$ cat src/rtl/sort_sched.sv
`default_nettype none
// ============================================================================
//  Module      : sort_sched
//  Description : Sequencer that owns a single-port sort array and shares it
//                between a host input stream (LOAD), a selection-sort engine
//                (KICK/SORT) and a host output stream (UNLOAD).
//  Revision    : 1.0 - initial release
// ============================================================================
module sort_sched #(
  parameter int NUM_ROWS = 16,
  parameter int ADDR_W   = 4,
  parameter int DATA_W   = 8
) (
  input  logic              clk,
  input  logic              rst,
  // host input stream
  input  logic              in_valid,
  output logic              in_ready,
  input  logic [DATA_W-1:0] in_data,
  // host output stream
  output logic              out_valid,
  input  logic              out_ready,
  output logic [DATA_W-1:0] out_data,
  output logic              out_last,
  output logic              busy,
  // sort engine side
  output logic              srt_start,
  input  logic              srt_done,
  input  logic [ADDR_W-1:0] srt_rd_addr,
  output logic [DATA_W-1:0] srt_rd_data,
  input  logic              srt_wr_en,
  input  logic [ADDR_W-1:0] srt_wr_addr,
  input  logic [DATA_W-1:0] srt_wr_data,
  // array side
  output logic [ADDR_W-1:0] mem_rd_addr,
  input  logic [DATA_W-1:0] mem_rd_data,
  output logic              mem_wr_en,
  output logic [ADDR_W-1:0] mem_wr_addr,
  output logic [DATA_W-1:0] mem_wr_data
);

  // Gray-coded so every legal transition flips exactly one bit.
  typedef enum logic [1:0] {
    LOAD   = 2'b00,
    KICK   = 2'b01,
    SORT   = 2'b11,
    UNLOAD = 2'b10
  } state_t;

  localparam logic [ADDR_W-1:0] c_last_row = ADDR_W'(NUM_ROWS - 1);
  localparam logic [ADDR_W-1:0] c_one      = ADDR_W'(1);

  state_t              r_state;
  logic [ADDR_W-1:0]   r_ptr;

  logic                w_in_fire;
  logic                w_out_fire;
  logic                w_ptr_last;

  assign w_in_fire  = in_valid  && (r_state == LOAD);
  assign w_out_fire = out_ready && (r_state == UNLOAD);
  assign w_ptr_last = (r_ptr == c_last_row);

  // Sequencer state and the shared LOAD/UNLOAD row pointer.
  always_ff @(posedge clk) begin
    if (rst) begin
      r_state <= LOAD;
      r_ptr   <= '0;
    end else begin
      case (r_state)
        LOAD: begin
          if (w_in_fire) begin
            if (w_ptr_last) begin
              r_ptr   <= '0;
              r_state <= KICK;
            end else begin
              r_ptr <= r_ptr + c_one;
            end
          end
        end
        KICK: begin
          r_state <= SORT;
        end
        SORT: begin
          if (srt_done) begin
            r_ptr   <= '0;
            r_state <= UNLOAD;
          end
        end
        UNLOAD: begin
          if (w_out_fire) begin
            if (w_ptr_last) begin
              r_ptr   <= '0;
              r_state <= LOAD;
            end else begin
              r_ptr <= r_ptr + c_one;
            end
          end
        end
        default: begin
          r_ptr   <= '0;
          r_state <= LOAD;
        end
      endcase
    end
  end

  // Host-facing handshake and status, decoded from the state register.
  always_comb begin
    in_ready  = (r_state == LOAD);
    out_valid = (r_state == UNLOAD);
    out_last  = (r_state == UNLOAD) && w_ptr_last;
    out_data  = (r_state == UNLOAD) ? mem_rd_data : '0;
    busy      = (r_state == KICK) || (r_state == SORT);
    srt_start = (r_state == KICK);
  end

  // Array port mux: host write in LOAD, engine in SORT, ptr read in UNLOAD.
  // Writes are suppressed in the reset cycle so an abort never touches the array.
  always_comb begin
    mem_rd_addr = '0;
    mem_wr_en   = 1'b0;
    mem_wr_addr = '0;
    mem_wr_data = '0;
    srt_rd_data = '0;
    case (r_state)
      LOAD: begin
        mem_wr_en   = w_in_fire && !rst;
        mem_wr_addr = r_ptr;
        mem_wr_data = in_data;
      end
      SORT: begin
        mem_rd_addr = srt_rd_addr;
        srt_rd_data = mem_rd_data;
        mem_wr_en   = srt_wr_en && !rst;
        mem_wr_addr = srt_wr_addr;
        mem_wr_data = srt_wr_data;
      end
      UNLOAD: begin
        mem_rd_addr = r_ptr;
      end
      default: begin
        mem_rd_addr = '0;
      end
    endcase
  end

endmodule
`default_nettype wire

$ cat config.mk
export PLATFORM = sky130hd
export DESIGN_NAME = sort_sched
export DESIGN_NICKNAME = d
export VERILOG_FILES = /design/src/rtl/sort_sched.sv
export SDC_FILE = /design/constraint.sdc
export NUM_CORES = 1
export LEC_CHECK = 0
export ABC_AREA = 1
export BUFFER_PORTS_ARGS = -buffer_cell sky130_fd_sc_hd__buf_2
export CORE_MARGIN = 1.5
export CORE_UTILIZATION = 25
export DETAILED_ROUTE_END_ITERATION = 10
export GPL_TIMING_DRIVEN = 1
export PLACE_DENSITY = 0.67
export SETUP_SLACK_MARGIN = 0.3
export SLEW_MARGIN = 40
export SYNTH_ARGS = -nofsm -noshare
export SYNTH_HDL_FRONTEND = slang
export SYNTH_SLANG_ARGS = --single-unit
export TNS_END_PERCENT = 50
$ cat constraint.sdc
create_clock -name clk -period 1.25 [get_ports clk]
set_input_delay 0.0625 -clock clk [delete_from_list [all_inputs] [get_ports clk]]
set_output_delay 0.0625 -clock clk [all_outputs]
set_load 0.02 [all_outputs]
==> results.ini, run 1 <==
[run_status]
status=complete, but fails checks
violations=setup timing

[min_path]
hold_depth=2
min_path_type=primary input to flip-flop

[logic_synthesis]
synth_cells=154
yosysMostFrequentCell=nand2_1
ys_seq_area_share_pct=14.61
synth_top_cell_by_area=nand2_1
syn_avg_cell_area_sq_um=5.338
ys_ff_latch=6
synth_area_leaders=nand2_1, dfxtp_1, inv_1, a21oi_1, ha_1
synth_cell_types=21
synth.top_cells.by_count=nand2_1, inv_1, a21oi_1, nor2_1
synth_edf_count=0
syn_area_sq_um=822.0
synth_ff_type=dfxtp_1
postSynth.asyncResetShare_pct=0
ys_warn_count=0
netlist.area_leader.share_pct=28.31
synth_nets=198

[setup_path]
reg2reg_depth=8
arrival_ps=1450
rrSetupSlack_ps=-180
path_max_fanout=6
start_kind=flip-flop
end_kind=output pin
path_class=flip-flop to output pin
required_ps=1190

[cts]
h-tree-depth=1
cts_tree=built
cts_made_buffers=3
clockBufferDepth=2
clockRootBuffer=clkbuf_4
clk_latency_ps=250
clk_pin_slew_ps=60
ctsHoldBuffers=0
clkSinkCount=6

[final_layout]
finalInstanceArea_sq_mm=0.002108
drive_above_1_share_pct=64.17
area_growth_pct=156.5
fin_nets=299
diodes=0

[drt]
drcViolationCount=0
ant_nets=0
vias=1336
via_per_inst=4.483
wl_per_cell_um=12.79
wl_um=3812
first_pass_iters=4
drtIter0Drc=33

[die]
die_area_sq_mm=0.003641
rows=20
io-pin-count=76
dieWidth_um=60.34
initial_core_util_pct=26.71
die_h_um=60.34
coreArea_sq_mm=0.003078

[power]
p_clk_share_pct=31.3
p_leak_nw=1.122
ir_worst_vdd_v=0.0005445
cellPowerDensity_mw_per_mm2=308.2
sequentialPowerShare_pct=30.3
internal_power_w=0.0004415
p_sw_w=0.0002083
combPwrFrac_pct=38.5
swShare_pct=32.06

[sta]
finClkSkew_ps=15.87
min_period_over_period_pct=120.9
clock.fmax_ghz=0.6615
min_period_ps=1512
fin_ws_ps=-261.7
setup_viol=43
holdWs_ps=55.54
hold_viol=0
rsz0062_at_grt=yes
drv_slew=0
worst_slew_pin_slew_ps=291.7
max-slew-margin-rel_pct=80.53

[place]
dpl_cell_area_sq_mm=0.001518
place_congestion=0.7746
io_buffer_count=75
hpwl_um=2195

[global_route]
grt_pass1_vias=1180
grt_util_all_layers_pct=17.71
antenna_found_initial=0
grt_max_degree=10
grt_pass1_wl_um=4857
overflow=0

[job]
cap_violations=0

logic make-up (layout without fill, tap and decap cells):
kind of cell    count (synthesis)  in the layout  share of synthesized area [%]
buf+inv                        35            135                          17.50
flops                           6              6                          14.61
simple gates                   85             85                          44.29
fa+ha+maj                       6              6                          9.132
compound gates                 22             22                          14.46
critical path, stage by stage (launching register included):
cell and delay (ps):
dfxtp_4 370, ha_4 190, buf_6 130, nor3_2 120, a21oi_1 70, nor3_2 150, buf_4 160
power by group through the flow:
stage	sequential, W	clock, W	combinational, W
floorplan	0.000203	0	0.000107
global placement	0.000200	0	0.000206
detailed placement	0.000201	0	0.000206
CTS	0.000197	0.000210	0.000236
global route	0.000197	0.000229	0.000267
finish	0.000197	0.000203	0.000250
metrics by stage:
| step | setup TNS (ps) | instances | utilization (%) | power (W) | setup WS, ps |
|---|---|---|---|---|---|
| 2_1_floorplan | 0 | 154 | - | 0.0003102 | 48.56 |
| 6_report | -6511 | 298 | 68.50 | 0.0006498 | -261.7 |
| 4_1_cts | -5635 | 291 | 60.93 | 0.0006430 | -264.3 |
| 5_1_grt | -9010 | 298 | 68.50 | 0.0006937 | -366.2 |
| 3_5_place_dp | -11.68 | 275 | 49.31 | 0.0004067 | -9.896 |
| 3_3_place_gp | -8.881 | 275 | 49.31 | 0.0004064 | -8.881 |
sequential cells by signal (all words and copies together) (netlist names):
name     flops
r_state      2
r_ptr        4
cell type report:
class / count / area [sq um]
tap: 44 / 55.05
multi-input combinational: 113 / 878.3
fill: 232 / 969.7
sequential: 6 / 127.6
clock buffer: 4 / 26.28
timing repair buffer: 102 / 897.1
inverter: 29 / 123.9
path summary, 6_finish.rpt:
check             startpoint          to
setup / recovery  r_state[1]   mem_wr_en
hold / removal           rst    r_ptr[3]
setup reg to reg  r_state[1]    r_ptr[1]
hold reg to reg   r_state[1]  r_state[1]
placed cells by master, fill, tap and decap left out:
cell type   n
nand2_1    49
a21oi_4    12
buf_12      3
ha_1        1
ha_4        5
and2_4      1
nand2_8     1
nor2_4      3
nand2_2     9
nor3_2      2
a21oi_1     3
inv_1      20
o21ai_0     2
clkbuf_1    1
clkbuf_16   1
inv_6       2
buf_6      45
buf_2      37
nand3_2     3
a22o_4      1
nand3_1     3
nand2_4     6
inv_2       6
buf_4      16
a21oi_2     2
clkbuf_4    3
nand4_1     1
dfxtp_4     2
dfxtp_1     4
nor2_1      7
clkinv_4    1
o21ai_2     2
routing by layer:
metal	global-route usage (%)	vias up	wire length [um]	share of wire [%]
met5	0	-	0	0
met4	2.857	0	29	0.76
met3	4.478	4	240	6.3
met2	33.39	55	2039	53
met1	20.31	604	1503	39
li1	-	673	-	-
timing repair:
action | 4_1_cts | 5_1_grt
setup buffers | 11 | 6
endpoints found under the setup margin | 44 | 44
pin swaps | 4 | 8
gates cloned | 1 | 1
gates resized for setup | 72 | 47
Note: power is estimated with default switching activity, not from simulation.
==> inputs of run 2 (changes only) <==
--- a/config.mk
+++ b/config.mk
@@ -5,13 +5,14 @@
 export SDC_FILE = /design/constraint.sdc
 export NUM_CORES = 1
 export LEC_CHECK = 0
-export ABC_AREA = 1
 export BUFFER_PORTS_ARGS = -buffer_cell sky130_fd_sc_hd__buf_2
+export CELL_PAD_IN_SITES_DETAIL_PLACEMENT = 0
+export CELL_PAD_IN_SITES_GLOBAL_PLACEMENT = 2
 export CORE_MARGIN = 1.5
-export CORE_UTILIZATION = 25
+export CORE_UTILIZATION = 15
 export DETAILED_ROUTE_END_ITERATION = 10
 export GPL_TIMING_DRIVEN = 1
-export PLACE_DENSITY = 0.67
+export PLACE_DENSITY = 0.84
 export SETUP_SLACK_MARGIN = 0.3
 export SLEW_MARGIN = 40
 export SYNTH_ARGS = -nofsm -noshare
==> run 2 against run 1 <==
The flow still finishes with violations (setup timing). Fmax shrank 17%. Sequential share of layout area grew 0.57 points. Area after synthesis shrank 7.2%. Combinational power shrank 6%. Total power grew 13%. Clock-buffer cell count shrank 1. Synthesized cell count shrank 34%. Global-route usage shrank 6.8 points. Critical endpoint is now r_ptr[3]. Largest cell class unchanged.
==> results.ini, run 2 <==
[run_status]
status=complete, but fails checks  ; unchanged
violations=setup timing  ; unchanged

[global_route]
grt_pass1_wl_um=4588  ; was 4857 um
overflow=0  ; unchanged
antenna_found_initial=0  ; unchanged
grt_pass1_vias=986  ; was 1180
grt_max_degree=16  ; was 10
grt_util_all_layers_pct=10.88  ; was 17.71%

[logic_synthesis]
netlist.area_leader.share_pct=15.74  ; was 28.31%
synth.top_cells.by_count=and2_1, nor2_1, a22oi_1, dfxtp_1, ha_1  ; was nand2_1, inv_1, a21oi_1, nor2_1
syn_area_sq_um=763.2  ; was 822.0 sq um
ys_seq_area_share_pct=15.74  ; was 14.61%
syn_avg_cell_area_sq_um=7.557  ; was 5.338 sq um
ys_ff_latch=6  ; unchanged
synth_ff_type=dfxtp_1  ; unchanged
synth_cells=101  ; was 154
synth_top_cell_by_area=dfxtp_1  ; was nand2_1
synth_cell_types=36  ; was 21
ys_warn_count=0  ; unchanged
synth_nets=145  ; was 198
synth_area_leaders=dfxtp_1, and2_1, a22oi_1, ha_1, nor2_1  ; was nand2_1, dfxtp_1, inv_1, a21oi_1, ha_1
postSynth.asyncResetShare_pct=0  ; unchanged
synth_edf_count=0  ; unchanged
yosysMostFrequentCell=and2_1  ; was nand2_1

[sta]
hold_viol=0  ; unchanged
clock.fmax_ghz=0.5519  ; was 0.6615 GHz
setup_viol=42  ; was 43
final.setup.tns_ps=-11750  ; was -6511 ps
rsz0062_at_grt=yes  ; unchanged
drv_slew=0  ; unchanged
holdWs_ps=135.2  ; was 55.54 ps
min_period_ps=1812  ; was 1512 ps
min_period_over_period_pct=145.0  ; was 120.9%
max-slew-margin-rel_pct=85.04  ; was 80.53%
worst_slew_pin_slew_ps=223.0  ; was 291.7 ps
fin_ws_ps=-561.9  ; was -261.7 ps
finClkSkew_ps=5.724  ; was 15.87 ps

[die]
initial_core_util_pct=15.84  ; was 26.71%
dieWidth_um=74.33  ; was 60.34 um
coreArea_sq_mm=0.004817  ; was 0.003078 sq mm
die_area_sq_mm=0.005525  ; was 0.003641 sq mm
die_h_um=74.33  ; was 60.34 um
io-pin-count=76  ; unchanged
rows=25  ; was 20

[job]
cap_violations=0  ; unchanged

[final_layout]
area_growth_pct=152.5  ; was 156.5%
diodes=0  ; unchanged
regMostFlops=r_ptr  ; unchanged
largest_registers=r_ptr: 4 flops, r_state: 2 flops  ; unchanged
fin_nets=245  ; was 299
largest_register_ffs=4  ; unchanged
drive_above_1_share_pct=80.40  ; was 64.17%
fillCellCount=502  ; was 232
layout_commonest_cell=buf_2  ; was nand2_1
final_cell_mix=buf_2, buf_6, buf_4, a22oi_2, and2_1  ; was nand2_1, buf_6, buf_2, inv_1, buf_4

[power]
cellPowerDensity_mw_per_mm2=381.7  ; was 308.2 mW/mm^2
ir_worst_vdd_v=0.0004765  ; was 0.0005445 V
power_w=0.0007354  ; was 0.0006498 W
p_leak_nw=0.9118  ; was 1.122 nW

[setup_path]
end_kind=flip-flop  ; was output pin
cpPeakStageDelay_ps=510  ; was 370 ps
crit_chain=ha_4 > and2b_1 > or4_4 > or4_4 > a21oi_2  ; was ha_4 > buf_6 > nor3_2 > a21oi_1 > nor3_2 > buf_4
worst-path-buf-inv=0  ; was 2
path_class=flip-flop to flip-flop  ; was flip-flop to output pin
cp_common_cell=or4_4  ; was nor3_2
required_ps=1410  ; was 1190 ps
path_max_fanout=4  ; was 6
crit_slowest_cell=or4_4  ; was dfxtp_4
arrival_ps=1970  ; was 1450 ps
start_kind=flip-flop  ; unchanged
crit_family=simple AND/OR/NAND/NOR gates  ; was flip-flops

[cts]
clockRootBuffer=clkbuf_8  ; was clkbuf_4
clkSinkCount=6  ; unchanged
cts_tree=built  ; unchanged
ctsHoldBuffers=0  ; unchanged
clk_pin_slew_ps=40  ; was 60 ps
cts_made_buffers=3  ; unchanged
h-tree-depth=1  ; unchanged
clockBufferDepth=2  ; unchanged
clk_latency_ps=230  ; was 250 ps

[drt]
drtIter0Drc=8  ; was 33
first_pass_iters=4  ; unchanged
ant_nets=0  ; unchanged
via_per_inst=4.271  ; was 4.483
vias=1136  ; was 1336
wl_per_cell_um=12.37  ; was 12.79 um
drcViolationCount=0  ; unchanged
wl_um=3291  ; was 3812 um

[place]
io_buffer_count=75  ; unchanged
hpwl_um=2336  ; was 2195 um
place_congestion=0.8469  ; was 0.7746

[min_path]
min_path_type=primary input to flip-flop  ; unchanged

[run 2: cell types whose count changed after synthesis, sizes merged, moves of 2 or more]
cell    change
clkbuf      +6
buf         -5
nand2      -63
nor2        +4
nor2b       +3
a22o        +3
inv        -26
a22oi      +12
a21oi      -13
or4         +2
o21ai       -2
nand3       -4
or2         +2
and2       +15
[run 2: worst paths after layout]
check / start / to / slack, ps / cells after the start
min reg2reg: r_state[1] / r_state[1] / 570 / 1
max reg2reg: r_state[1] / r_ptr[3] / -560 / 5
max: r_state[1] / r_ptr[3] / -560 / 5
min: rst / r_ptr[3] / 140 / 2
[run 2: cells by family after synthesis]
| family | share of synthesized area [%] |
|---|---|
| AO/OA/AOI/OAI | 26.56 |
| adder cells (fa/ha/maj) | 9.836 |
| buffers and inverters | 7.540 |
| flip-flops | 15.74 |
| multiplexers | 1.312 |
| AND/OR/NAND/NOR | 39.02 |
[run 2: worst reg2reg max path: stages (launching register included)]
cell	delay, ps
dfxtp_4	370
ha_4	160
and2b_1	160
or4_4	510
or4_4	420
a21oi_2	120
[run 2: cell type report]
| class | instances | area [sq um] | area share (%) |
|---|---|---|---|
| Timing Repair Buffer | 103 | 839.6 | 43.57 |
| Multi-Input combinational cell | 84 | 818.3 | 42.47 |
| Sequential cell | 6 | 127.6 | 6.623 |
| Tap cell | 67 | 83.83 | 4.351 |
| Clock buffer | 3 | 41.29 | 2.143 |
| Inverter | 3 | 16.27 | 0.8442 |
[run 2: layer usage]
metal / up-vias / GRT usage, % / wire (um)
met4: 0 / 1.818 / 10
met3: 2 / 3.252 / 222
met1: 519 / 12.86 / 1398
met2: 53 / 19.64 / 1661
met5: - / 0 / 0
li1: 562 / - / -
[run 2: through the flow]
step	cell area [sq um]	setup slack (ps)	util, %	std cells
finish	1927	-561.9	40.00	266
global route	1927	-597.1	40.00	266
CTS	1804	-535.0	37.45	265
detailed placement	1465	-529.7	30.42	258
global placement	1465	-513.3	30.42	258
floorplan	885.9	-527.4	-	101
[run 2: power breakdown]
part / switching, W / internal [W]
Combinational: 0.000112 / 0.000123
Clock: 0.0000965 / 0.000208
Sequential: 0.00000271 / 0.000193
[run 2: repair_timing]
item,4_1_cts,5_1_grt
gates resized for setup,54,39
cloned,2,0
pin swaps,10,7
endpoints found under the setup margin,44,44
buffers inserted,2,1
endpoints found under the hold margin,0,0
